$ cat config.mk
export PLATFORM = sky130hd
export DESIGN_NAME = fma_dot_seq_flat
export DESIGN_NICKNAME = d
export VERILOG_FILES = /design/src/rtl/fma_dot_seq_pkg.sv /design/src/rtl/fma_dot_seq_if.sv /design/src/rtl/FXP_FMA.sv /design/src/rtl/fma_dot_seq.sv /design/src/flat_wrapper.sv
export SDC_FILE = /design/constraint.sdc
export NUM_CORES = 2
export LEC_CHECK = 0
export ABC_AREA = 1
export CAP_MARGIN = 20
export CORE_ASPECT_RATIO = 0.7
export CORE_MARGIN = 5
export CORE_UTILIZATION = 55
export CTS_BUF_LIST = sky130_fd_sc_hd__clkbuf_16
export CTS_CLUSTER_SIZE = 24
export DETAILED_ROUTE_END_ITERATION = 8
export PLACE_DENSITY = 0.84
export SYNTH_ARGS = -nofsm -noshare
export SYNTH_HDL_FRONTEND = slang
export SYNTH_HIERARCHICAL = 1
export SYNTH_SLANG_ARGS = --single-unit
$ cat constraint.sdc
create_clock -name CLK -period 28.9 [get_ports CLK]
set_clock_uncertainty 0.2 [all_clocks]
set_input_delay 7.225 -clock CLK [delete_from_list [all_inputs] [get_ports CLK]]
set_output_delay 7.225 -clock CLK [all_outputs]
set_load 0.005 [all_outputs]
$ cat src/rtl/fma_dot_seq_pkg.sv
// Shared types and default widths for the fma_dot_seq dot-product sequencer.
package fma_dot_seq_pkg;

    localparam int unsigned FDS_WIDTH = 32;
    localparam int unsigned FDS_LEN_W = 8;

    typedef enum logic [1:0] {
        ST_IDLE = 2'd0,
        ST_RUN  = 2'd1,
        ST_HOLD = 2'd2
    } state_e;

endpackage

$ cat src/rtl/fma_dot_seq_if.sv
// Command, element-stream and result-port bundle of the dot-product sequencer.
interface fma_dot_seq_if
    import fma_dot_seq_pkg::*;
#(
    parameter int unsigned WIDTH = FDS_WIDTH,
    parameter int unsigned LEN_W = FDS_LEN_W
);
    logic             start;
    logic [LEN_W-1:0] len;
    logic [WIDTH-1:0] init;
    logic             busy;
    logic             in_valid;
    logic             in_ready;
    logic [WIDTH-1:0] in_a;
    logic [WIDTH-1:0] in_b;
    logic             out_valid;
    logic             out_ready;
    logic [WIDTH-1:0] out_data;

    modport master (
        output start, len, init, in_valid, in_a, in_b, out_ready,
        input  busy, in_ready, out_valid, out_data
    );

    modport slave (
        input  start, len, init, in_valid, in_a, in_b, out_ready,
        output busy, in_ready, out_valid, out_data
    );
endinterface

$ cat src/rtl/FXP_FMA.sv
// Signed fixed-point fused multiply-add, Q(W/2).(W/2): d = sat(round_half_up(a*b) + c).
module FXP_FMA #(
    parameter int unsigned WIDTH = 32
) (
    input  logic [WIDTH-1:0] a,
    input  logic [WIDTH-1:0] b,
    input  logic [WIDTH-1:0] c,
    output logic [WIDTH-1:0] d
);
    localparam int unsigned FRAC = WIDTH / 2;
    localparam int unsigned PW   = 2 * WIDTH;

    logic signed [PW-1:0] a_ext;
    logic signed [PW-1:0] b_ext;
    logic signed [PW-1:0] prod;
    logic signed [PW-1:0] prod_rnd;
    logic signed [PW-1:0] prod_sh;
    logic signed [PW-1:0] sum;
    logic                 fits;

    assign a_ext    = PW'($signed(a));
    assign b_ext    = PW'($signed(b));
    assign prod     = a_ext * b_ext;
    assign prod_rnd = prod + (PW'(1) << (FRAC - 1));
    assign prod_sh  = prod_rnd >>> FRAC;
    assign sum      = prod_sh + PW'($signed(c));

    // Result fits when every bit above the sign position agrees with it.
    assign fits = (&sum[PW-1:WIDTH-1]) || !(|sum[PW-1:WIDTH-1]);

    assign d = fits      ? sum[WIDTH-1:0] :
               sum[PW-1] ? {1'b1, {(WIDTH-1){1'b0}}} :
                           {1'b0, {(WIDTH-1){1'b1}}};
endmodule

$ cat src/rtl/fma_dot_seq.sv
// Dot-product sequencer: streams element pairs through one FXP_FMA into an accumulator.
module fma_dot_seq
    import fma_dot_seq_pkg::*;
#(
    parameter int unsigned WIDTH = FDS_WIDTH,
    parameter int unsigned LEN_W = FDS_LEN_W
) (
    input  logic         CLK,
    input  logic         RST,
    fma_dot_seq_if.slave bus
);
    state_e           state_q, state_d;
    logic [WIDTH-1:0] acc_q, acc_d;
    logic [LEN_W-1:0] rem_q, rem_d;
    logic             busy_q;
    logic             in_ready_q;
    logic             out_valid_q;
    logic [WIDTH-1:0] fma_d;

    FXP_FMA #(.WIDTH(WIDTH)) u_fma (
        .a (bus.in_a),
        .b (bus.in_b),
        .c (acc_q),
        .d (fma_d)
    );

    // Handshake flags are flopped decodes of the next state, so they track state_q.
    always_ff @(posedge CLK) begin
        if (RST) begin
            state_q     <= ST_IDLE;
            acc_q       <= '0;
            rem_q       <= '0;
            busy_q      <= 1'b0;
            in_ready_q  <= 1'b0;
            out_valid_q <= 1'b0;
        end else begin
            state_q     <= state_d;
            acc_q       <= acc_d;
            rem_q       <= rem_d;
            busy_q      <= (state_d != ST_IDLE);
            in_ready_q  <= (state_d == ST_RUN);
            out_valid_q <= (state_d == ST_HOLD);
        end
    end

    always_comb begin
        state_d = state_q;
        acc_d   = acc_q;
        rem_d   = rem_q;
        unique case (state_q)
            ST_IDLE: begin
                if (bus.start) begin
                    acc_d = bus.init;
                    if (bus.len != '0) begin
                        rem_d   = bus.len;
                        state_d = ST_RUN;
                    end else begin
                        state_d = ST_HOLD;
                    end
                end
            end
            ST_RUN: begin
                if (bus.in_valid && in_ready_q) begin
                    acc_d = fma_d;
                    rem_d = rem_q - LEN_W'(1);
                    if (rem_q == LEN_W'(1)) begin
                        state_d = ST_HOLD;
                    end
                end
            end
            ST_HOLD: begin
                if (bus.out_ready) begin
                    state_d = ST_IDLE;
                end
            end
            default: state_d = ST_IDLE;
        endcase
    end

    assign bus.busy      = busy_q;
    assign bus.in_ready  = in_ready_q;
    assign bus.out_valid = out_valid_q;
    assign bus.out_data  = acc_q;
endmodule

$ cat src/flat_wrapper.sv
// flat-port wrapper written by rule: the top's interface ports become plain ports
module fma_dot_seq_flat import fma_dot_seq_pkg::*;
#(
    parameter int unsigned WIDTH = FDS_WIDTH,
    parameter int unsigned LEN_W = FDS_LEN_W
)
  (CLK, RST, bus_start, bus_len, bus_init, bus_in_valid, bus_in_a, bus_in_b, bus_out_ready, bus_busy, bus_in_ready, bus_out_valid, bus_out_data);
  fma_dot_seq_if #(.WIDTH(WIDTH), .LEN_W(LEN_W)) bus_i ();
  input  logic CLK;
  input  logic RST;
  input wire logic [$bits(bus_i.start)-1:0] bus_start;
  input wire logic [$bits(bus_i.len)-1:0] bus_len;
  input wire logic [$bits(bus_i.init)-1:0] bus_init;
  input wire logic [$bits(bus_i.in_valid)-1:0] bus_in_valid;
  input wire logic [$bits(bus_i.in_a)-1:0] bus_in_a;
  input wire logic [$bits(bus_i.in_b)-1:0] bus_in_b;
  input wire logic [$bits(bus_i.out_ready)-1:0] bus_out_ready;
  output wire logic [$bits(bus_i.busy)-1:0] bus_busy;
  output wire logic [$bits(bus_i.in_ready)-1:0] bus_in_ready;
  output wire logic [$bits(bus_i.out_valid)-1:0] bus_out_valid;
  output wire logic [$bits(bus_i.out_data)-1:0] bus_out_data;
  assign bus_i.start = bus_start;
  assign bus_i.len = bus_len;
  assign bus_i.init = bus_init;
  assign bus_i.in_valid = bus_in_valid;
  assign bus_i.in_a = bus_in_a;
  assign bus_i.in_b = bus_in_b;
  assign bus_i.out_ready = bus_out_ready;
  assign bus_busy = bus_i.busy;
  assign bus_in_ready = bus_i.in_ready;
  assign bus_out_valid = bus_i.out_valid;
  assign bus_out_data = bus_i.out_data;
  fma_dot_seq #(.WIDTH(WIDTH), .LEN_W(LEN_W)) u_core (.CLK(CLK), .RST(RST), .bus(bus_i));
endmodule
### Word-level counts from Yosys, hierarchy flattened

Index checks and enable logic that the tools add are counted.

* memories kept: 0
* input bits: 109
* latch bits: 0
* bits in writable memories: 0
* memory bits (read-only): 0
* register bits after elaboration: 45

* mux-type cells: 15
* divide/modulo/power cells: 0
* $lt $le $gt $ge: 0
* multipliers: 1
* shift-type cells: 0
* add/subtract/negate cells: 3
* reduce and logical (&&, ||, !) cells: 11
* equal/unequal tests: 8
* bitwise logic cells: 0

Operator list (number)
* 32-bit two-way mux: 4
* 64-bit by 17-bit adder with 64-bit output (second input constant): 1
* 32-bit by 32-bit multiplier with 64-bit output: 1
* 32-bit one-hot mux with 2 select lines: 1
* 48-bit by 32-bit adder with 49-bit output: 1
* 33-bit AND reduction: 1
* 33-bit OR reduction: 1
* 8-bit two-way mux: 3
* 8-bit one-hot mux with 2 select lines: 1
* 2-bit two-way mux: 5
* 8-bit by 1-bit equality test with 1-bit output (second input constant): 1
* 8-bit nonzero test: 1
* 8-bit by 1-bit subtractor with 8-bit output (second input constant): 1
* 2-bit one-hot mux with 3 select lines: 1
* 2-bit by 1-bit equality test with 1-bit output (second input constant): 2
* 2-bit equality test (second input constant): 2
* 2-bit by 1-bit inequality test with 1-bit output (second input constant): 2
* 4-bit AND reduction: 1
* 2-bit nonzero test: 2
* 3-bit AND reduction: 1
* 2-bit logical NOT: 1
* 2-bit inequality test (second input constant): 1
* 1-bit logical AND: 1
* 1-bit logical NOT: 1
* 1-bit logical OR: 1

### Logic depth before layout (Yosys ltp)

* depth after elaboration: 9
* depth in mapped cells: 53

### Modules after synthesis

Netlist, hierarchy kept.

Modules (own cells, without submodules)
* FXP_FMA: area an instance 41717.5 sq um, instances 1, seq. area each 0.0 sq um, cells each 5542
* fma_dot_seq: area an instance 2090.8 sq um, instances 1, seq. area each 900.9 sq um, cells each 304

### Worst setup path after synthesis

Ideal clock, no wire load.

* path type: input to register
* from: in bus_in_a[31]
* to: reg u_core.acc_q[28] (netlist: u_core/bus.out_data[28])
* library setup time: 0.074 ns
* buffers on the path: 2
* stages on the path: 42
* path slack: 12.415 ns
* arrival time: 16.211 ns
* required time: 28.626 ns
* cell sequence: clkbuf_1 > nand2_1 > inv_1 > fa_1 > fa_1 > fa_1 > fa_1 > inv_1 > fa_1 > inv_1 > fa_1 > fa_1 > fa_1 > ha_1 > a21oi_1 > inv_1 > nor2_1 > a21boi_0 > [6 not listed] > nor2_1 > nand2_1 > nor2_1 > inv_1 > nor2_1 > nand2_1 > nand4_1 > nand2_1 > nor2_1 > nand2_1 > nor2_1 > nand3_2 > nand2_4 > buf_8 > nand2_1 > nand2_1 > nand2_1 > a31oi_1

* word-level cells in the longest chain between the ends: 9
* elaborated cells on any way between the ends: 11
* those cells by class: add/sub: 2; mul: 1; mux: 4; reduce/logical: 4

RTL lines
* start: declaration: line flat_wrapper.sv:15 `input wire logic [$bits(bus_i.in_a)-1:0] bus_in_a;`
* 32-bit by 32-bit multiplier with 64-bit output *: line FXP_FMA.sv:23 `assign prod = a_ext * b_ext;`
* 64-bit by 17-bit adder with 64-bit output *: line FXP_FMA.sv:24 `assign prod_rnd = prod + (PW'(1) << (FRAC - 1));`
* 48-bit by 32-bit adder with 49-bit output *: line FXP_FMA.sv:26 `assign sum = prod_sh + PW'($signed(c));`
* 33-bit OR reduction: line FXP_FMA.sv:29 `assign fits = (&sum[PW-1:WIDTH-1]) || !(|sum[PW-1:WIDTH-1]);`
* 1-bit logical NOT: line FXP_FMA.sv:29
* 1-bit logical OR: line FXP_FMA.sv:29
* 32-bit two-way mux *: line FXP_FMA.sv:31 `assign d = fits ? sum[WIDTH-1:0] :`
* named net u_core.fma_d[28]: line fma_dot_seq.sv:18 `logic [WIDTH-1:0] fma_d;`
* 32-bit two-way mux *: line fma_dot_seq.sv:63 `if (bus.in_valid && in_ready_q) begin`
* 32-bit one-hot mux with 2 select lines *: line fma_dot_seq.sv:50 `unique case (state_q)`
* end signal: assignment: line fma_dot_seq.sv:31 `acc_q <= '0;`
* end signal: assignment: line fma_dot_seq.sv:38 `acc_q <= acc_d;`
* end: declaration: line fma_dot_seq.sv:13 `logic [WIDTH-1:0] acc_q, acc_d;`

The timed path passes the listed nets; every way through them passes the cells marked *. The select of a mux whose other input is x is not followed.
A chain may end at the register's enable or synchronous reset.

### Worst setup path in the final report

* from: in bus_in_b[5]
* to: reg u_core.acc_q[0] (netlist: u_core/bus.out_data[0])

* word-level cells in the longest chain between the ends: 9
* elaborated cells on any way between the ends: 11
* those cells by class: add/sub: 2; mul: 1; mux: 4; reduce/logical: 4

RTL lines
* start: declaration: line flat_wrapper.sv:16 `input wire logic [$bits(bus_i.in_b)-1:0] bus_in_b;`
* 32-bit by 32-bit multiplier with 64-bit output *: line FXP_FMA.sv:23
* 64-bit by 17-bit adder with 64-bit output *: line FXP_FMA.sv:24
* 48-bit by 32-bit adder with 49-bit output *: line FXP_FMA.sv:26
* 33-bit OR reduction: line FXP_FMA.sv:29
* 1-bit logical NOT: line FXP_FMA.sv:29
* 1-bit logical OR: line FXP_FMA.sv:29
* 32-bit two-way mux *: line FXP_FMA.sv:31
* named net u_core.fma_d[0]: line fma_dot_seq.sv:18
* 32-bit two-way mux *: line fma_dot_seq.sv:63
* 32-bit one-hot mux with 2 select lines *: line fma_dot_seq.sv:50

Marks and branches as above.

==> summary.txt <==
Timing
  – Fin. Hold Viols: 0
  – Slew @ Worst Pin: 1.07 ns
  – RSZ-0062 raised after global routing: false
  – Endpoints failing setup: 0
  – Final period utilization: 0.671
  – Max Fclk: 51.6 MHz
  – Setup TNS: 0 ns
  – Tmin final: 19.39 ns
  – Slew Limit Fails: 0
  – Worst slew margin: 0.286

Layout
  – Area Growth Syn to Fin: 5.76%
  – Fill cells: 6,924
  – Final Core Density: 0.587
  – Fraction of layout instances using a drive strength above 1: 0.0219
  – Diodes inserted: 0
  – Post-layout nets: 7,266

GRT
  – Vias in the first global route: 39,600
  – All-Layer GR Usage: 0.307
  – Initial antenna violation count: 3
  – First-pass GRT wire length: 210 mm
  – Largest net degree at the start of global routing: 69
  – Grt ovf: 0

Floorplan
  – Die Area: 85,500 µm²
  – Die W: 347 µm
  – Core area: 78,900 µm²
  – Die H: 246 µm
  – Starting Density: 0.555
  – Rows: 86
  – # IOs: 144

Synthesis
  – Avg Inst Size Synth: 7.49 µm²
  – Post-synth EDFFs: 0
  – Simple-gate share of the synthesized area: 0.192
  – Compound-cell area share of the yosys netlist: 0.0408
  – Sequential cell area fraction in the yosys report: 0.0206
  – Most instantiated cells after synthesis: inv_1 (1,716), nand2_1 (1,715), fa_1 (1,083), nor2_1 (241), ha_1 (229)
  – Syn. warnings: 6
  – Main combinational cell family by area after synthesis: adder cells
  – Synth top area cells: fa_1 (49%), inv_1 (15%), nand2_1 (15%)
  – Most frequent cell after synthesis: inv_1
  – Library cells used by synthesis: 43
  – Predominant post-synthesis flop cell: dfxtp_1
  – Syn nets: 7,267
  – Cell count after synthesis: 5,846
  – Top cell type's share of synthesized area: 0.495
  – XOR/XNOR share of the synthesized area: 0.0184
  – Flops & latches, synth: 45
  – Synthesized cell area: 43,800 µm²
  – Synth async-reset ratio: 0
  – Synth Area in Adders: 0.560
  – Mux contribution to synthesized area: 0
  – Synth area leader: fa_1

Detailed routing
  – Via count: 37,100
  – Avg WL per Cell: 18.6 µm
  – Via density: 5.37
  – Drt drc: 0
  – Initial DRT Pass Iterations: 6
  – WL final: 128 mm
  – DR iter-0 viols: 3,523
  – Post-route ant nets: 0

CTS
  – CTS tree: done
  – CTS Sinks: 45
  – Clock transition time at the flip-flop clock pins of the worst setup and hold paths: 0.07 ns
  – Clk buf depth: 2
  – Resized Gates After CTS: 0
  – H-Tree Depth: 2
  – CTS Buf Count: 5
  – Clock Tree Root: clkbuf_16
  – Hold buffers post-CTS: 0
  – Setup Buffers After CTS: 0
  – Clock Latency Late Sink: 0.30 ns

Worst setup path
  – Reg2Reg Depth: 18
  – CP endpoint kind: flop
  – Crit-path slowest cell: fa_1
  – RR Startpoint: u_core/bus.out_data[31]
  – CP Launch Type: primary input
  – Crit path launch: bus_in_b[5]
  – Critical Path Fanout Max: 32
  – Crit-path max cell delay: 1.18 ns
  – WP data required: 28.91 ns
  – Worst EP arrival: 19.40 ns
  – CP endpoint: u_core/bus.out_data[0]
  – Most used cell, CP: nand2_1
  – Reg-to-reg setup timing slack: 24.48 ns
  – Worst R2R End: u_core/bus.out_data[0]
  – Critical path class: in -> reg

Place
  – Post-DP HPWL: 109 mm
  – PortBufs: 143
  – Routability congestion estimate from global placement: 1.03

Min path
  – Hold Crit Class: reg -> reg

Outcome
  – Status: finished, final reports clean

Flow run
  – Maxcap violations: 0
==> registers in the layout, summed over array words and instances, names as in the netlist <==
name	count
u_core/bus.busy	1
u_core/state_q	2
u_core/rem_q	8
u_core/bus.out_valid	1
u_core/bus.in_ready	1
u_core/bus.out_data	32
==> layer usage <==
| metal | GRT usage | vias up | share of wire |
|---|---|---|---|
| met5 | 0 | - | 0.00031 |
| met4 | 0.0664 | 6 | 0.025 |
| met3 | 0.0698 | 307 | 0.12 |
| met2 | 0.475 | 2071 | 0.44 |
| met1 | 0.447 | 18200 | 0.42 |
| li1 | - | 16500 | - |
==> layout make-up <==
class                      instances  area, µm²  area share
clock buffer                       5        125     0.00270
clock inverter                     3       46.3    0.000999
inverter                        1720       6460       0.139
multi-input combinational       3864      35600       0.768
sequential                        45        901      0.0194
tap                             1056       1320      0.0285
timing repair buffer             209       1920      0.0415
==> kinds of logic (layout without fill, tap and decap cells) <==
group                      after synthesis  in the layout
and+or+nand+nor                       2136           2136
buffers and inverters                 1937           1937
adders and majority gates             1312           1312
AOI/OAI and AO/OA                      325            325
xor gates and xnor gates                91             91
DFF                                     45             45
==> worst max-delay path: cells and delay by family <==
family	cells	cell delay [ns]
fa+ha+maj	10	5.84
simple gates	22	4.27
compound gates	1	0.24
buf+inv	9	1.66
xor+xnor	1	0.10
==> metrics by stage <==
stage | hold slack (ns) | setup slack (ns) | area [µm²] | cells
2_1_floorplan | 0.251 | 12.41 | 43800 | 5846
3_3_place_gp | 0.270 | 9.57 | 46200 | 6894
3_5_place_dp | 0.294 | 9.58 | 46200 | 6894
4_1_cts | 0.304 | 9.85 | 46300 | 6902
5_1_grt | 0.337 | 9.01 | 46300 | 6902
6_report | 0.301 | 9.51 | 46300 | 6902
==> layout by cell type, fill, tap and decap left out, drive strengths merged, types with 67 or more instances in the layout <==
cell and n:
nand2 1729, inv 1720, fa 1083, nor2 248, ha 229, clkdlybuf4s50 142, a21oi 139, o21ai 105
nand3 70, buf 67
==> how the worst min path moves through the flow <==
stage | slack, ns | from | end | depth (start not counted)
after floorplan | 0.25 | u_core/rem_q[7] | u_core/rem_q[7] | 2
after global placement | 0.27 | u_core/rem_q[7] | u_core/rem_q[7] | 2
after detailed placement | 0.29 | u_core/rem_q[7] | u_core/rem_q[7] | 2
after CTS | 0.30 | u_core/rem_q[7] | u_core/rem_q[7] | 2
after global routing | 0.34 | u_core/rem_q[7] | u_core/rem_q[7] | 2
final | 0.30 | u_core/rem_q[7] | u_core/rem_q[7] | 2
Power is not shown: default switching activity piles up to over one toggle a cycle in this logic, so the estimate is an artifact.
